$ cat src/rtl/writeback_stage.sv
// writeback_stage: commits ALU results or memory-load data to the register file
// and exposes the last committed write as a forwarding source.
module writeback_stage (
  input  logic       clk,
  input  logic       reset,
  input  logic       in_valid,
  output logic       in_ready,
  input  logic [2:0] in_rd,
  input  logic [7:0] in_result,
  input  logic       in_is_load,
  input  logic       in_wen,
  output logic       mem_rd_en,
  output logic [7:0] mem_addr,
  input  logic [7:0] mem_rdata,
  output logic       reg_write,
  output logic [2:0] rd,
  output logic [7:0] data_in,
  output logic       fwd_valid,
  output logic [2:0] fwd_rd,
  output logic [7:0] fwd_data,
  output logic [7:0] wb_count
);
  typedef enum logic [1:0] {IDLE, LOAD_REQ, LOAD_DATA, WRITE} state_t;
  state_t     state_q, state_d;
  logic [2:0] rd_q, rd_d;
  logic [7:0] data_q, data_d, addr_q, addr_d;
  logic       fwd_valid_q;
  logic [2:0] fwd_rd_q;
  logic [7:0] fwd_data_q, cnt_q;
  logic       hs;
  always_comb begin
    in_ready = reset && (state_q == IDLE || state_q == WRITE);
    hs       = in_valid && in_ready;
    state_d  = IDLE;
    rd_d     = rd_q;
    data_d   = data_q;
    addr_d   = addr_q;
    if (hs) begin
      rd_d    = in_rd;
      data_d  = in_result;
      addr_d  = in_result;
      state_d = !in_wen ? IDLE : in_is_load ? LOAD_REQ : WRITE;
    end else if (state_q == LOAD_REQ) begin
      state_d = LOAD_DATA;
    end else if (state_q == LOAD_DATA) begin
      state_d = WRITE;
      data_d  = mem_rdata;
    end
  end
  // Datapath outputs are forced to zero while reset is held, independent of register contents.
  assign mem_rd_en = reset && state_q == LOAD_REQ;
  assign reg_write = reset && state_q == WRITE;
  assign rd        = reset ? rd_q : '0;
  assign data_in   = reset ? data_q : '0;
  assign mem_addr  = reset ? addr_q : '0;
  assign fwd_valid = fwd_valid_q;
  assign fwd_rd    = fwd_rd_q;
  assign fwd_data  = fwd_data_q;
  assign wb_count  = cnt_q;
  always_ff @(posedge clk) begin
    if (!reset) begin
      state_q     <= IDLE;
      rd_q        <= '0;
      data_q      <= '0;
      addr_q      <= '0;
      fwd_valid_q <= 1'b0;
      fwd_rd_q    <= '0;
      fwd_data_q  <= '0;
      cnt_q       <= '0;
    end else begin
      state_q <= state_d;
      rd_q    <= rd_d;
      data_q  <= data_d;
      addr_q  <= addr_d;
      if (state_q == WRITE) begin
        fwd_valid_q <= 1'b1;
        fwd_rd_q    <= rd_q;
        fwd_data_q  <= data_q;
        cnt_q       <= cnt_q + 8'd1;
      end
    end
  end
endmodule

$ cat config.mk
export PLATFORM = sky130hd
export DESIGN_NAME = writeback_stage
export DESIGN_NICKNAME = d
export VERILOG_FILES = /design/src/rtl/writeback_stage.sv
export SDC_FILE = /design/constraint.sdc
export NUM_CORES = 1
export LEC_CHECK = 0
export BUFFER_PORTS_ARGS = -buffer_cell sky130_fd_sc_hd__clkbuf_2
export CAP_MARGIN = 15
export CORE_UTILIZATION = 50
export DETAILED_ROUTE_END_ITERATION = 10
export PLACE_DENSITY = 0.91
export SLEW_MARGIN = 20
export SYNTH_ARGS = -nofsm -noshare
export SYNTH_HDL_FRONTEND = slang
export SYNTH_SLANG_ARGS = --single-unit
$ cat constraint.sdc
create_clock -name clk -period 4.4 [get_ports clk]
set_clock_uncertainty 0.15 [all_clocks]
set_input_delay 0.88 -clock clk [delete_from_list [all_inputs] [get_ports clk]]
set_output_delay 0.88 -clock clk [all_outputs]
set_load 0.01 [all_outputs]
==> results.sh, run 1 <==
export IMPL_fmax_mhz=342
export IMPL_final_area_um2=2200
export IMPL_ant_nets=0
export IMPL_syn_num_nets=238
export IMPL_relSlewSlack_pct=47.1
export IMPL_synth_edff_count=0
export IMPL_overflow=0
export IMPL_crit_slowest_cell="clkbuf_2"
export IMPL_coreArea_um2=3420
export IMPL_drcViolationCount=0
export IMPL_fp_dieH_um=62.6
export IMPL_cts_tree="yes"
export IMPL_grt_use_total_pct=21.8
export IMPL_antenna_found_initial=0
export IMPL_wl_per_cell_um=12.6
export IMPL_ys_flop_type="dfxtp_1"
export IMPL_path_class="in -> out"
export IMPL_grt_max_degree=56
export IMPL_endpoint_kind="output pin"
export IMPL_ys_seq_area_share_pct=44.7
export IMPL_htreeDepth=2
export IMPL_clock_sinks=41
export IMPL_drv_slew=0
export IMPL_cp_common_cell="clkbuf_2"
export IMPL_worst_pin_slew_ns=0.794
export IMPL_layout_commonest_cell="clkbuf_2"
export IMPL_layout_min_cycle_time_ns=2.93
export IMPL_setup_viol=0
export IMPL_drtPass1Iterations=4
export IMPL_cts_hold_buffers=0
export IMPL_worstSkewPairLatency_ns=0.35
export IMPL_drt_iter0_drc=83
export IMPL_critPathArrivalTime_ns=1.90
export IMPL_postSynthAreaPerCell_um2=8.73
export IMPL_grt_pass1_vias=1491
export IMPL_cp_max_fo=55
export IMPL_hold_viol=0
export IMPL_power_total_mw=0.718
export IMPL_dp_cells=306
export IMPL_cts_resized=0
export IMPL_maxCapViolations=0
export IMPL_syn_area_um2=1830
export IMPL_tns_ns=0
export IMPL_cp_slowest_stage_delay_ns=0.59
export IMPL_power_density_nw_per_um2=326
export IMPL_placed_area_um2=2140
export IMPL_post_cts_buffers=0
export IMPL_drive_above_1_share_pct=27.3
export IMPL_vdd_drop_max_uv=213
export IMPL_rows=21
export IMPL_final_util_pct=64.4
export IMPL_hpwl_um=2820
export IMPL_num_vias=1619
export IMPL_synth_distinct_cells=26
export IMPL_crit_chain="clkbuf_2, and2_1, clkbuf_2"
export IMPL_status="completed"
export IMPL_clockBufferDepth=2
export IMPL_gp_congestion=0.782
export IMPL_clk_pin_slew_ns=0.11
export IMPL_yosysWarningCount=0
export IMPL_fp_dieW_um=62.6
export IMPL_rsz0062_at_grt="false"
export IMPL_crit_required_ns=3.37
export IMPL_finalCritPeriodShare_pct=66.5
export IMPL_instances_no_fill=313
export IMPL_hold_class="reg -> reg"
export IMPL_root_buffer="clkbuf_4"
export IMPL_io_pins=66
export IMPL_critPathLaunchType="input pin"
export IMPL_async_reset_ff_share_pct=0
export IMPL_cts_made_buffers=5
export IMPL_port_buffers=65
export IMPL_n_antenna_cell=0
export IMPL_grt_pass1_wl_um=6670
export IMPL_initial_core_util_pct=53.7
export IMPL_ys_ff_latch=41
export IMPL_die_area_um2=3920
export IMPL_syn_inst=210
export IMPL_totalWireLength_um=3960
export IMPL_leakage_nw=1.03
export IMPL_nNetsFinal=295
export IMPL_synthToLayoutAreaGrowth_pct=19.9
export IMPL_fill_cells=324
export IMPL_final_cell_mix="65 x clkbuf_2, 41 x dfxtp_1, 38 x nand2_1"
export IMPL_vias_per_cell=5.17
## through the flow
step	setup WS [ns]	hold slack, ns
after floorplan	1.94	0.327
after global placement	1.47	0.287
after detailed placement	1.46	0.292
after CTS	1.50	0.320
after global routing	1.39	0.338
final	1.47	0.316
## state kept, by name (all words and copies together) (netlist names)
signal,flops
addr_q,8
data_q,8
fwd_data,8
fwd_rd,3
fwd_valid,1
rd_q,3
state_q,2
wb_count,8
## worst max-delay path: cells and delay by family
| family | cells | cell delay [ns] |
|---|---|---|
| AND/OR/NAND/NOR | 1 | 0.26 |
| buffers and inverters | 2 | 0.74 |
## per-layer routing
metal	up-vias	global-route usage, %	share of wire (%)
met4	0	8.43	1.2
met2	51	37.1	49
met3	6	7.12	5.5
met5	-	0	0
li1	813	-	-
met1	749	25.2	44
## final timing paths
path | slack [ns] | end | startpoint | cells after the start
max | 1.47 | rd[0] | reset | 3
min reg2reg | 0.32 | fwd_valid | fwd_valid | 1
max reg2reg | 2.39 | data_q[3] | state_q[0] | 5
min | 0.32 | fwd_valid | fwd_valid | 1
## report_power, final
part | switching [mW] | total [mW] | internal, mW
Combinational | 0.0681 | 0.117 | 0.0490
Sequential | 0.0135 | 0.410 | 0.396
Clock | 0.115 | 0.191 | 0.0756
## layout make-up
class                      count  area (µm²)  area share [%]
inverter                       2        7.51           0.341
tap                           46        57.6            2.62
clock buffer                   7        55.1            2.50
timing repair buffer          66         333            15.1
sequential                    41         821            37.3
multi-input combinational    151         926            42.1
## synthesized netlist by cell type (2+ instances only)
master | count | area (µm²)
buf_2 | 7 | 35.0
dfxtp_1 | 41 | 821
nor3_1 | 24 | 120
inv_1 | 2 | 7.51
nand4_1 | 2 | 12.5
ha_1 | 4 | 50.1
nor2b_1 | 13 | 81.3
nand3_1 | 3 | 15.0
nand2_1 | 38 | 143
o21ai_0 | 4 | 20.0
and2_1 | 27 | 169
o31ai_1 | 8 | 60.1
mux2i_1 | 12 | 120
xnor2_1 | 3 | 26.3
clkbuf_1 | 7 | 26.3
or3_1 | 3 | 18.8
a21boi_1 | 3 | 22.5
## cell families after synthesis
logic type               after synthesis  share of synthesized area (%)
AND/OR/NAND/NOR                      114                           32.9
flip-flops                            41                           44.7
buffers and inverters                 18                           4.78
AO/OA/AOI/OAI                         17                           6.41
multiplexers                          12                           6.55
XOR/XNOR                               4                           1.91
adder cells (fa/ha/maj)                4                           2.73
Note: power is estimated with default switching activity, not from simulation.
==> run 2: changes to the inputs <==
--- a/config.mk
+++ b/config.mk
@@ -7,9 +7,9 @@
 export LEC_CHECK = 0
 export BUFFER_PORTS_ARGS = -buffer_cell sky130_fd_sc_hd__clkbuf_2
 export CAP_MARGIN = 15
-export CORE_UTILIZATION = 50
+export CORE_UTILIZATION = 44
 export DETAILED_ROUTE_END_ITERATION = 10
-export PLACE_DENSITY = 0.91
+export PLACE_DENSITY = 0.86
 export SLEW_MARGIN = 20
 export SYNTH_ARGS = -nofsm -noshare
 export SYNTH_HDL_FRONTEND = slang
==> constraint.sdc (replaced) <==
create_clock -name clk -period 2.6 [get_ports clk]
set_clock_uncertainty 0.15 [all_clocks]
set_input_delay 0.52 -clock clk [delete_from_list [all_inputs] [get_ports clk]]
set_output_delay 0.52 -clock clk [all_outputs]
set_load 0.01 [all_outputs]
==> run 2 against run 1 <==
Compared with the run above:
- combinational power rose by 81%
- critical path depth rose by 1
- clock-buffer cell count rose by 1
- routed wire length rose by 6.4%
- total power rose by 82%
- critical endpoint is now mem_rd_en
- largest cell class unchanged
==> results.sh, run 2 (synthesis results as in run 1) <==
export IMPL_status="completed"
export IMPL_clk_pin_slew_ns=0.07
export IMPL_fp_dieW_um=66.6
export IMPL_maxCapViolations=0
export IMPL_clockBufferDepth=2
export IMPL_r2r_end="addr_q[5]"
export IMPL_whs_path_depth=3
export IMPL_min_from="in_rd[0]"
export IMPL_rows=23
export IMPL_worstSkewPairLatency_ns=0.29
export IMPL_htreeDepth=2
export IMPL_drtPass1Iterations=5
export IMPL_hpwl_um=3060
export IMPL_synthToLayoutAreaGrowth_pct=24.3
export IMPL_root_buffer="clkbuf_8"
export IMPL_fmax_mhz=469
export IMPL_drcViolationCount=0
export IMPL_whs_endpoint="rd_q[0]"
export IMPL_grt_pass1_wl_um=6740
export IMPL_worst_pin_slew_ns=0.546
export IMPL_layout_commonest_cell="clkbuf_2"
export IMPL_io_pins=66
export IMPL_relSlewSlack_pct=63.5
export IMPL_nNetsFinal=300
export IMPL_drive_above_1_share_pct=28.2
export IMPL_gp_congestion=0.815
export IMPL_rsz0062_at_grt="false"
export IMPL_crit_required_ns=1.93
export IMPL_tns_ns=0
export IMPL_critPathLaunchType="input pin"
export IMPL_grt_use_total_pct=20.9
export IMPL_leakage_nw=1.07
export IMPL_ff2ff_setup_slack_ns=0.85
export IMPL_drv_slew=0
export IMPL_cts_tree="yes"
export IMPL_met3_usage_pct=4.28
export IMPL_met2_usage_pct=32.3
export IMPL_antenna_found_initial=0
export IMPL_num_vias=1643
export IMPL_post_cts_buffers=0
export IMPL_n_antenna_cell=0
export IMPL_final_cell_mix="65 x clkbuf_2, 41 x dfxtp_1, 38 x nand2_1"
export IMPL_totalWireLength_um=4210
export IMPL_grt_busiest_layer="met2"
export IMPL_vdd_drop_max_uv=341
export IMPL_grt_pass1_vias=1402
export IMPL_layout_min_cycle_time_ns=2.13
export IMPL_drt_iter0_drc=73
export IMPL_fp_dieH_um=66.6
export IMPL_r2r_start="state_q[0]"
export IMPL_use_met1_pct=26.9
export IMPL_hold_class="in -> reg"
export IMPL_critPathArrivalTime_ns=1.46
export IMPL_port_buffers=65
export IMPL_endpoint_kind="output pin"
export IMPL_path_class="in -> out"
export IMPL_finalCritPeriodShare_pct=82.1
export IMPL_die_area_um2=4430
export IMPL_clock_sinks=41
export IMPL_initial_core_util_pct=45.9
export IMPL_ant_nets=0
export IMPL_cts_hold_buffers=0
export IMPL_coreArea_um2=4000
export IMPL_setup_viol=0
export IMPL_grt_max_degree=36
export IMPL_cts_resized=0
export IMPL_rr_worst_depth=7
export IMPL_cts_made_buffers=5
export IMPL_cp_max_fo=35
export IMPL_final_util_pct=57.0
export IMPL_hold_viol=0
export IMPL_fill_cells=371
export IMPL_wl_per_cell_um=13.0
export IMPL_power_density_nw_per_um2=573
export IMPL_overflow=0
export IMPL_vias_per_cell=5.09
[run 2: cell count changes in the layout (fill, tap and decap cells not counted)]
cell	delta
buf_12	+1
clkbuf_8	+4
buf_4	+4
clkbuf_4	-5
clkbuf_1	+2
[run 2: worst max-delay path by stage]
| stage | depth (start not counted) | end | start | slack [ns] |
|---|---|---|---|---|
| floorplan | 3 | mem_addr[0] | reset | 0.86 |
| global placement | 4 | mem_rd_en | reset | 0.49 |
| detailed placement | 4 | mem_rd_en | reset | 0.48 |
| CTS | 4 | mem_rd_en | reset | 0.48 |
| global route | 4 | mem_rd_en | reset | 0.39 |
| finish | 4 | mem_rd_en | reset | 0.47 |
[run 2: layout make-up]
class	count	area, µm²	share of cell area, %
Clock buffer	8	80.1	3.51
Inverter	2	7.51	0.329
Multi-Input combinational cell	151	926	40.6
Sequential cell	41	821	36.0
Tap cell	50	62.6	2.74
Timing Repair Buffer	71	383	16.8
[run 2: power by group]
part           internal, mW  switching (mW)  total [mW]
logic                0.0932           0.119       0.212
registers             0.671          0.0257       0.697
clock network         0.191           0.208       0.399
total                 0.955           0.353        1.31
[run 2: critical path, cell delays in order]
cell      delay (ns)
clkbuf_2        0.43
buf_12          0.22
and2_1          0.15
clkbuf_2        0.14
[run 2: per-layer routing]
layer,vias to the layer above,wire length (µm)
li1,826,-
met1,756,1940
met2,54,1980
met3,7,203
met4,0,85
met5,-,0
[run 2: metrics by stage]
stage | std cells | setup slack (ns) | power, mW | hold slack (ns) | instance area [µm²]
floorplan | 210 | 0.860 | 0.840 | 0.327 | 1830
global placement | 315 | 0.492 | 0.914 | 0.285 | 2200
detailed placement | 315 | 0.479 | 0.921 | 0.294 | 2200
CTS | 323 | 0.475 | 1.32 | 0.250 | 2280
global route | 323 | 0.388 | 1.38 | 0.270 | 2280
finish | 323 | 0.466 | 1.31 | 0.254 | 2280
